File: config.mk
export PLATFORM = sky130hd
export DESIGN_NAME = systolic_row_ctrl_flat
export DESIGN_NICKNAME = d
export VERILOG_FILES = /design/src/rtl/sysrow_pkg.sv /design/src/rtl/systolic_row_ctrl_if.sv /design/src/rtl/systolic_row_ctrl_skew_line.sv /design/src/rtl/systolic_row_ctrl.sv /design/src/flat_wrapper.sv
export SDC_FILE = /design/constraint.sdc
export NUM_CORES = 1
export LEC_CHECK = 0
export CAP_MARGIN = 20
export CORE_UTILIZATION = 45
export DETAILED_ROUTE_END_ITERATION = 12
export HOLD_SLACK_MARGIN = 0.1
export PLACE_DENSITY = 0.79
export SLEW_MARGIN = 20
export SYNTH_ARGS = -nofsm -noshare
export SYNTH_HDL_FRONTEND = slang
export SYNTH_SLANG_ARGS = --single-unit
File: constraint.sdc
create_clock -name clk -period 2.3 [get_ports clk]
set_input_delay 0.575 -clock clk [delete_from_list [all_inputs] [get_ports clk]]
set_output_delay 0.575 -clock clk [all_outputs]
set_load 0.01 [all_outputs]
File: src/rtl/sysrow_pkg.sv
// Shared types and default sizing for the systolic row controller.
package sysrow_pkg;
    localparam int DEF_WORD_SIZE = 16;
    localparam int DEF_N_PE      = 4;

    typedef enum logic [2:0] {
        S_IDLE,
        S_CLEAR,
        S_FEED,
        S_FLUSH,
        S_DRAIN
    } state_t;
endpackage

File: src/rtl/systolic_row_ctrl_if.sv
// Operand-beat and result handshakes of the systolic row controller.
interface systolic_row_ctrl_if
    import sysrow_pkg::*;
#(
    parameter int WORD_SIZE = DEF_WORD_SIZE,
    parameter int N_PE      = DEF_N_PE
);
    logic                      in_valid;
    logic                      in_ready;
    logic [WORD_SIZE-1:0]      in_a;
    logic [N_PE*WORD_SIZE-1:0] in_b;
    logic                      in_last;
    logic                      out_valid;
    logic                      out_ready;
    logic [WORD_SIZE-1:0]      out_data;
    logic                      out_last;

    modport master (
        output in_valid, in_a, in_b, in_last, out_ready,
        input  in_ready, out_valid, out_data, out_last
    );

    modport slave (
        input  in_valid, in_a, in_b, in_last, out_ready,
        output in_ready, out_valid, out_data, out_last
    );
endinterface

File: src/rtl/systolic_row_ctrl_skew_line.sv
// DEPTH-stage shift register with synchronous zero reset; one per top-data lane.
module skew_line #(
    parameter int WORD_SIZE = 16,
    parameter int DEPTH     = 1
) (
    input  logic                 clk,
    input  logic                 reset,
    input  logic [WORD_SIZE-1:0] d,
    output logic [WORD_SIZE-1:0] q
);
    logic [WORD_SIZE-1:0] stage [DEPTH];

    always_ff @(posedge clk) begin
        if (reset) begin
            for (int i = 0; i < DEPTH; i++) stage[i] <= '0;
        end else begin
            stage[0] <= d;
            for (int i = 1; i < DEPTH; i++) stage[i] <= stage[i-1];
        end
    end

    assign q = stage[DEPTH-1];
endmodule

File: src/rtl/systolic_row_ctrl.sv
// Feeds one row of N_PE PEs with skewed operands, then reads results out through PE0.
// Optional build macro SYSROW_PERF_EN adds the perf_beats output.
//
// state | meaning
// IDLE  | waiting for the first beat of a job
// CLEAR | one cycle of arr_reset to zero the accumulators
// FEED  | accepting beats, bubbles inject zero
// FLUSH | N_PE cycles letting the skewed lanes empty
// DRAIN | N_PE reads of PE results into the output register
module systolic_row_ctrl
    import sysrow_pkg::*;
#(
    parameter int WORD_SIZE = DEF_WORD_SIZE,
    parameter int N_PE      = DEF_N_PE
) (
    input  logic                      clk,
    input  logic                      reset,
    systolic_row_ctrl_if.slave        bus,
    output logic                      arr_reset,
    output logic                      arr_read,
    output logic [WORD_SIZE-1:0]      arr_l_d,
    output logic [N_PE*WORD_SIZE-1:0] arr_t_d,
    input  logic [WORD_SIZE-1:0]      arr_l_q
`ifdef SYSROW_PERF_EN
    ,
    output logic [15:0]               perf_beats
`endif
);
    localparam int CW = $clog2(N_PE + 1);
    localparam logic [CW-1:0] LAST_IDX = CW'(N_PE - 1);

    state_t               state, state_nxt;
    logic [CW-1:0]        cnt;
    logic                 in_ready_c;
    logic                 fire;
    logic                 out_valid_r, out_last_r;
    logic [WORD_SIZE-1:0] out_data_r;

    assign fire = bus.in_valid && in_ready_c;

    always_ff @(posedge clk) begin
        if (reset) state <= S_IDLE;
        else       state <= state_nxt;
    end

    always_comb begin
        state_nxt = state;
        case (state)
            S_IDLE:  if (bus.in_valid)                state_nxt = S_CLEAR;
            S_CLEAR:                                  state_nxt = S_FEED;
            S_FEED:  if (fire && bus.in_last)         state_nxt = S_FLUSH;
            S_FLUSH: if (cnt == LAST_IDX)             state_nxt = S_DRAIN;
            S_DRAIN: if (arr_read && cnt == LAST_IDX) state_nxt = S_IDLE;
            default:                                  state_nxt = S_IDLE;
        endcase
    end

    always_comb begin
        in_ready_c = 1'b0;
        arr_read   = 1'b0;
        arr_reset  = reset;
        case (state)
            S_CLEAR: arr_reset  = 1'b1;
            S_FEED:  in_ready_c = !reset;
            S_DRAIN: arr_read   = !reset && (!out_valid_r || bus.out_ready);
            default: ;
        endcase
    end

    // Shared counter: FLUSH cycles, then DRAIN reads; cleared on every state change.
    always_ff @(posedge clk) begin
        if (reset || state != state_nxt)       cnt <= '0;
        else if (state == S_FLUSH || arr_read) cnt <= cnt + 1'b1;
    end

    always_ff @(posedge clk) begin
        if (reset) arr_l_d <= '0;
        else       arr_l_d <= fire ? bus.in_a : '0;
    end

    for (genvar j = 0; j < N_PE; j++) begin : g_lane
        skew_line #(
            .WORD_SIZE (WORD_SIZE),
            .DEPTH     (j + 1)
        ) u_skew (
            .clk   (clk),
            .reset (reset),
            .d     (fire ? bus.in_b[j*WORD_SIZE +: WORD_SIZE] : '0),
            .q     (arr_t_d[j*WORD_SIZE +: WORD_SIZE])
        );
    end

    always_ff @(posedge clk) begin
        if (reset) begin
            out_valid_r <= 1'b0;
            out_data_r  <= '0;
            out_last_r  <= 1'b0;
        end else if (arr_read) begin
            out_valid_r <= 1'b1;
            out_data_r  <= arr_l_q;
            out_last_r  <= (cnt == LAST_IDX);
        end else if (bus.out_ready) begin
            out_valid_r <= 1'b0;
        end
    end

    assign bus.in_ready  = in_ready_c;
    assign bus.out_valid = out_valid_r;
    assign bus.out_data  = out_data_r;
    assign bus.out_last  = out_last_r;

`ifdef SYSROW_PERF_EN
    logic [15:0] beat_cnt;

    always_ff @(posedge clk) begin
        if (reset) begin
            beat_cnt   <= '0;
            perf_beats <= '0;
        end else begin
            if (state == S_CLEAR)                   beat_cnt <= '0;
            else if (fire && beat_cnt != 16'hFFFF)  beat_cnt <= beat_cnt + 16'd1;
            if (state == S_FLUSH && state_nxt == S_DRAIN) perf_beats <= beat_cnt;
        end
    end
`endif
endmodule

File: src/flat_wrapper.sv
// flat-port wrapper written by rule: the top's interface ports become plain ports
module systolic_row_ctrl_flat import sysrow_pkg::*;
#(
    parameter int WORD_SIZE = DEF_WORD_SIZE,
    parameter int N_PE      = DEF_N_PE
)
  (clk, reset, arr_reset, arr_read, arr_l_d, arr_t_d, arr_l_q, bus_in_valid, bus_in_a, bus_in_b, bus_in_last, bus_out_ready, bus_in_ready, bus_out_valid, bus_out_data, bus_out_last);
  systolic_row_ctrl_if #(.WORD_SIZE(WORD_SIZE), .N_PE(N_PE)) bus_i ();
  input  logic clk;
  input  logic reset;
  output logic arr_reset;
  output logic arr_read;
  output logic [WORD_SIZE-1:0] arr_l_d;
  output logic [N_PE*WORD_SIZE-1:0] arr_t_d;
  input  logic [WORD_SIZE-1:0] arr_l_q;
  input wire logic [$bits(bus_i.in_valid)-1:0] bus_in_valid;
  input wire logic [$bits(bus_i.in_a)-1:0] bus_in_a;
  input wire logic [$bits(bus_i.in_b)-1:0] bus_in_b;
  input wire logic [$bits(bus_i.in_last)-1:0] bus_in_last;
  input wire logic [$bits(bus_i.out_ready)-1:0] bus_out_ready;
  output wire logic [$bits(bus_i.in_ready)-1:0] bus_in_ready;
  output wire logic [$bits(bus_i.out_valid)-1:0] bus_out_valid;
  output wire logic [$bits(bus_i.out_data)-1:0] bus_out_data;
  output wire logic [$bits(bus_i.out_last)-1:0] bus_out_last;
  assign bus_i.in_valid = bus_in_valid;
  assign bus_i.in_a = bus_in_a;
  assign bus_i.in_b = bus_in_b;
  assign bus_i.in_last = bus_in_last;
  assign bus_i.out_ready = bus_out_ready;
  assign bus_in_ready = bus_i.in_ready;
  assign bus_out_valid = bus_i.out_valid;
  assign bus_out_data = bus_i.out_data;
  assign bus_out_last = bus_i.out_last;
  systolic_row_ctrl #(.WORD_SIZE(WORD_SIZE), .N_PE(N_PE)) u_core (.clk(clk), .reset(reset), .bus(bus_i), .arr_reset(arr_reset), .arr_read(arr_read), .arr_l_d(arr_l_d), .arr_t_d(arr_t_d), .arr_l_q(arr_l_q));
endmodule
==> metrics.yaml, run 1 <==
outcome:
  status: "finished clean"
yosys:
  synth_edf_count: 0
  ys_seq_elements: 200
  synth_top_area_share_pct: 66.5
  syn-num-nets: 632
  yosysTopAreaCell: "dfxtp_1"
  yosys.area_share.adder_pct: 0.415
  synthXorXnorAreaFrac_pct: 0.145
  synth_top_family_by_area: "simple AND/OR/NAND/NOR gates"
  avgSynthCellArea_um2: 11.4
  yosysWarnings: 0
  synth.distinct_cells: 32
  ys_seq_area_share_pct: 66.5
  synth_area_leaders: "dfxtp_1 (66%), nor2b_1 (10%), and3_1 (8.4%)"
  yosys-top-cells-count: "dfxtp_1 (200), nor2b_1 (97), and3_1 (81), buf_4 (32), clkbuf_1 (30)"
  muxShareOfSynthArea_pct: 0.332
  synth-simple-area-share_pct: 23.2
  synth.most_common_cell: "dfxtp_1"
  dominantRegCellSynth: "dfxtp_1"
  synthCells: 529
  synth-compound-area-share_pct: 2.83
  async_flop_share_pct: 0
  synth_area_um2: 6020
place:
  place_inst: 842
  dp_hpwl_um: 7910
  place_ws_ps: -79.7
  gp_congestion: 0.776
  port_buffers: 201
setup_path:
  critPathTopFamily: "buffers and inverters"
  cp.arrival_ps: 1560
  end_kind: "primary output"
  crit_chain: "buf_4 > nor4b_4 > dlygate4sd2_1"
  critical_path_buf_inv_count: 2
  cp.depth: 3
  path_max_fanout: 9
  cp_slowest_cell: "dlygate4sd2_1"
  crit_path_max_incr_delay_ps: 350
  r2r_setup_slack_ps: 290
  cp-start-kind: "flop"
  r2r_end: "u_core.cnt[1]"
  crit_type: "reg -> out"
  cp.required_ps: 1730
  r2r_cells: 6
  reg2reg_from: "u_core.state[2]"
power_and_ir_drop:
  p_leak_nw: 3.52
  power_density_nw_per_um2: 789
  ir_worst_vdd_mv: 0.441
floorplan:
  die_w_um: 118
  core_um2: 12800
  ios: 202
  die_y_um: 118
  dieArea_um2: 13900
  initial_utilization_pct: 47.0
  fp-row-count: 41
min_path:
  hold_class: "reg -> reg"
  hp-start: "u_core.g_lane[1].u_skew.stage[0][7]"
  worstHoldPathCells: 1
  hold_end: "u_core.g_lane[1].u_skew.stage[0][23]"
detailed_routing:
  drt-vias-per-instance: 4.45
  first_iter_violations: 133
  wl_um: 11400
  first_pass_iters: 6
  post-route-drc-count: 0
  ant_nets: 0
  vias: 3889
  routedWlPerCell_um: 13.0
timing:
  setup_violations: 0
  layout_setup_ws_ps: 167
  finalClockSkew_ps: 13.9
  report.final.slew_viol_count: 0
  fmax_mhz: 469
  min_period_ps: 2130
  max_slew_margin_pct: 59.0
  min_period_over_period_pct: 92.7
  tightest_slew_ps: 615
  hold_viol: 0
  rsz0062_at_grt: "no"
cells_and_area:
  syn2layout_area_growth_pct: 41.0
  diodes: 0
  layout-drive-gt1-share_pct: 6.98
  nets: 792
  fin_cells: 874
job:
  drv_cap: 0
cts:
  cts_buffers: 17
  cts.htree.levels: 4
  clockRootBuffer: "clkbuf_16"
  cts.sinks: 200
  path_clk_slew_ps: 70
  clock_latency_ps: 430
  clk_path_buf_depth: 2
  cts_tree: "yes"
  cts_setup_buffers: 0
global_routing:
  grt_pass1_wl_um: 18100
  antenna_found_initial: 1
  overflow: 0
  grt_pass1_vias: 3690
  gr-usage-all-layers_pct: 17.0
  grt_max_degree: 82
-- power breakdown --
| part | switching (W) | total (W) | internal [W] |
|---|---|---|---|
| Clock | 0.00131 | 0.00286 | 0.00156 |
| Combinational | 0.000118 | 0.000327 | 0.000208 |
| Sequential | 0.0000122 | 0.00351 | 0.00350 |
| Total | 0.00144 | 0.00670 | 0.00526 |
-- worst reg2reg max path, delay by kind of cell (launching register included) --
| family | cells | cell delay [ps] |
|---|---|---|
| buf+inv | 2 | 700 |
| flops | 1 | 320 |
| compound gates | 1 | 310 |
| simple gates | 3 | 560 |
-- flip-flops by register name, indices dropped and copies added (netlist names) --
register	cells
u_core.arr_l_d	16
u_core.bus.out_valid	1
u_core.state	3
u_core.g_lane.u_skew.stage	160
u_core.bus.out_data	16
u_core.bus.out_last	1
u_core.cnt	3
-- how the worst max path moves through the flow --
stage                    start           end  slack, ps
6_report       u_core.state[2]  bus_in_ready        170
5_1_grt        u_core.state[2]  bus_in_ready         50
4_1_cts        u_core.state[1]      arr_read          7
3_5_place_dp     bus_out_ready      arr_read        -80
3_3_place_gp     bus_out_ready      arr_read        -70
2_1_floorplan            reset  bus_in_ready        350
-- cell type report --
class                           count  area, um2
Clock buffer                       19        443
Timing Repair Buffer              209       2060
Multi-Input combinational cell    260       1630
Sequential cell                   200       4010
Fill cell                         964       4330
Tap cell                          172        215
Clock inverter                     13        140
Inverter                            1       3.75
-- timing repair --
| action | 4_1_cts | 5_1_grt |
|---|---|---|
| resized for setup | 5 | 2 |
| endpoints found under the setup margin | 3 | 1 |
| hold buffers | 0 | 0 |
-- per-layer routing --
layer | routed length, um | vias to the layer above | track usage, %
li1 | - | 1997 | -
met5 | 0 | - | 0
met2 | 5820 | 125 | 29.4
met4 | 255 | 0 | 8.65
met3 | 796 | 21 | 7.27
met1 | 4520 | 1746 | 17.5
-- metrics by stage --
| stage | util (%) | cell area, um2 | power (W) | hold WS [ps] | TNS (ps) |
|---|---|---|---|---|---|
| floorplan | - | 6020 | 0.00370 | 414 | 0 |
| global placement | 61.7 | 7920 | 0.00391 | 416 | -68.0 |
| detailed placement | 61.7 | 7920 | 0.00392 | 421 | -79.7 |
| CTS | 66.3 | 8500 | 0.00678 | 436 | 0 |
| global route | 66.2 | 8490 | 0.00694 | 444 | 0 |
| finish | 66.2 | 8490 | 0.00670 | 434 | 0 |
-- kinds of logic (layout without fill, tap and decap cells) --
family          after synthesis  count (layout)
xor+xnor                      1               1
simple gates                228             228
mux                           2               2
buf+inv                      69             242
flops                       200             200
fa+ha+maj                     2               2
compound gates               27              27
-- placed cells by master (no fill, tap or decap), types with 2 or more instances in the layout --
| master | count |
|---|---|
| dfxtp_1 | 199 |
| clkdlybuf4s50_1 | 196 |
| nor2b_1 | 97 |
| and3_1 | 81 |
| nand2b_1 | 18 |
| nand2_1 | 17 |
| clkbuf_16 | 17 |
| o21ai_0 | 14 |
| buf_4 | 9 |
| a21oi_1 | 5 |
| clkinv_4 | 5 |
| nor2_1 | 4 |
| nand3_1 | 2 |
| a21o_1 | 2 |
| mux2i_1 | 2 |
| nor3_1 | 2 |
| o21ai_1 | 2 |
| ha_1 | 2 |
| clkinv_2 | 2 |
| inv_6 | 2 |
| inv_8 | 2 |
| buf_2 | 2 |
| dlygate4sd2_1 | 2 |
Note: power is estimated with default switching activity, not from simulation.
==> inputs of run 2 (changes only) <==
CAP_MARGIN = 25   (was 20)
RECOVER_POWER = 25   (was default)
==> run 2 against run 1 <==
Largest power group unchanged. Critical endpoint unchanged. Critical path depth is the same. Non-clock buffer count did not move. Critical path type unchanged. Via count is essentially flat.
==> metrics.yaml, run 2 (same netlist as run 1, synthesis figures left out) <==
cts:
  cts.sinks: 200
  clockRootBuffer: "clkbuf_16"
  cts_tree: "yes"
  clk_path_buf_depth: 2
  cts.htree.levels: 4
  cts_buffers: 17
  path_clk_slew_ps: 70
  clock_latency_ps: 430
timing:
  rsz0062_at_grt: "no"
  hold_viol: 0
  setup_violations: 0
  min_period_over_period_pct: 92.8
  tightest_slew_ps: 1140
  max_slew_margin_pct: 23.8
  min_period_ps: 2130
  report.final.slew_viol_count: 0
  fin_hold_ws_ps: 434
  fmax_mhz: 469
  finalClockSkew_ps: 13.9
cells_and_area:
  layout_commonest_cell: "dfxtp_1"
  syn2layout_area_growth_pct: 40.9
  diodes: 0
  fill_cells: 966
  fin_cells: 874
  final_cell_area_um2: 8480
  nets: 792
  final_cell_mix: "dfxtp_1 (199), clkdlybuf4s50_1 (196), nor2b_1 (97)"
  top_register: "u_core.g_lane.u_skew.stage"
  largest_reg_flops: 160
  layout-drive-gt1-share_pct: 6.84
global_routing:
  overflow: 0
  grt_max_degree: 82
  grt_pass1_wl_um: 18100
  gr-usage-all-layers_pct: 17.0
  grt_pass1_vias: 3690
  antenna_found_initial: 1
detailed_routing:
  post-route-drc-count: 0
  ant_nets: 0
  vias: 3888
  routedWlPerCell_um: 13.0
  first_iter_violations: 133
  first_pass_iters: 6
  wl_um: 11400
  drt-vias-per-instance: 4.45
floorplan:
  die_w_um: 118
  ios: 202
  core_um2: 12800
  fp-row-count: 41
  initial_utilization_pct: 47.0
  die_y_um: 118
  dieArea_um2: 13900
setup_path:
  cp.arrival_ps: 1560
  path_max_fanout: 9
  crit_type: "reg -> out"
  cp-start-kind: "flop"
  end_kind: "primary output"
  cp.required_ps: 1730
place:
  placed_area_um2: 7920
  place_inst: 842
  gp_congestion: 0.776
  dp_hpwl_um: 7910
  port_buffers: 201
power_and_ir_drop:
  power_density_nw_per_um2: 789
  p_leak_nw: 3.52
  ir_worst_vdd_mv: 0.440
min_path:
  hold_class: "reg -> reg"
outcome:
  status: "finished clean"
job:
  drv_cap: 0
run 2: changes by cell type in the layout (fill, tap and decap cells not counted):
cell,previous run,this run
clkbuf_2,0,2
buf_4,9,6
clkbuf_1,1,2
run 2: worst max-delay path, cell delays in order, from the launching register on:
cell and delay [ps]:
dfxtp_1 320, buf_4 170, nor4b_4 290, dlygate4sd2_1 350
run 2: layout make-up:
class                      count  area [um2]  share of cell area (%)
inverter                       1        3.75                  0.0442
tap                          172         215                    2.54
sequential                   200        4010                    47.2
clock inverter                13         140                    1.65
timing repair buffer         209        2050                    24.1
clock buffer                  19         443                    5.22
multi-input combinational    260        1630                    19.2
run 2: power by group:
group          total [W]  internal, W  switching (W)
Clock            0.00286      0.00156        0.00131
Sequential       0.00351      0.00350      0.0000122
Combinational   0.000325     0.000207       0.000118
Total            0.00670      0.00526        0.00144
run 2: stage by stage:
stage                     worst slack [ps]  utilization, %  total power, W  setup TNS (ps)
after floorplan                        351               -         0.00370               0
after global placement               -68.0            61.7         0.00391           -68.0
after detailed placement             -79.7            61.7         0.00392           -79.7
after CTS                             6.98            66.3         0.00678               0
after global routing                  53.1            66.2         0.00694               0
final                                  166            66.2         0.00670               0
run 2: layer usage:
metal / global-route usage [%] / vias up / wire length, um
li1: - / 1996 / -
met1: 17.5 / 1746 / 4530
met2: 29.4 / 125 / 5820
met3: 7.27 / 21 / 796
met4: 8.65 / 0 / 255
met5: 0 / - / 0
run 2: path summary, 6_finish.rpt:
kind | start | end | slack [ps] | cells after the start
setup / recovery | u_core.state[2] | bus_in_ready | 170 | 3
hold / removal | u_core.g_lane[1].u_skew.stage[0][7] | u_core.g_lane[1].u_skew.stage[0][23] | 430 | 1
setup reg to reg | u_core.state[2] | u_core.cnt[1] | 290 | 6
hold reg to reg | u_core.g_lane[1].u_skew.stage[0][7] | u_core.g_lane[1].u_skew.stage[0][23] | 430 | 1
run 2: what timing repair did:
item	4_1_cts	5_1_grt
gates resized for setup	5	2
setup buffers	0	0
endpoints found under the hold margin	0	0
pin swaps	0	0
setup endpoints to repair	3	1
hold buffers	0	0
cloned	0	0
==> inputs of run 3 (changes only) <==
HOLD_SLACK_MARGIN = 0.08   (was 0.1)
==> results of run 3 <==
The final DEF is identical to that of run 2; final timing and power are the same.
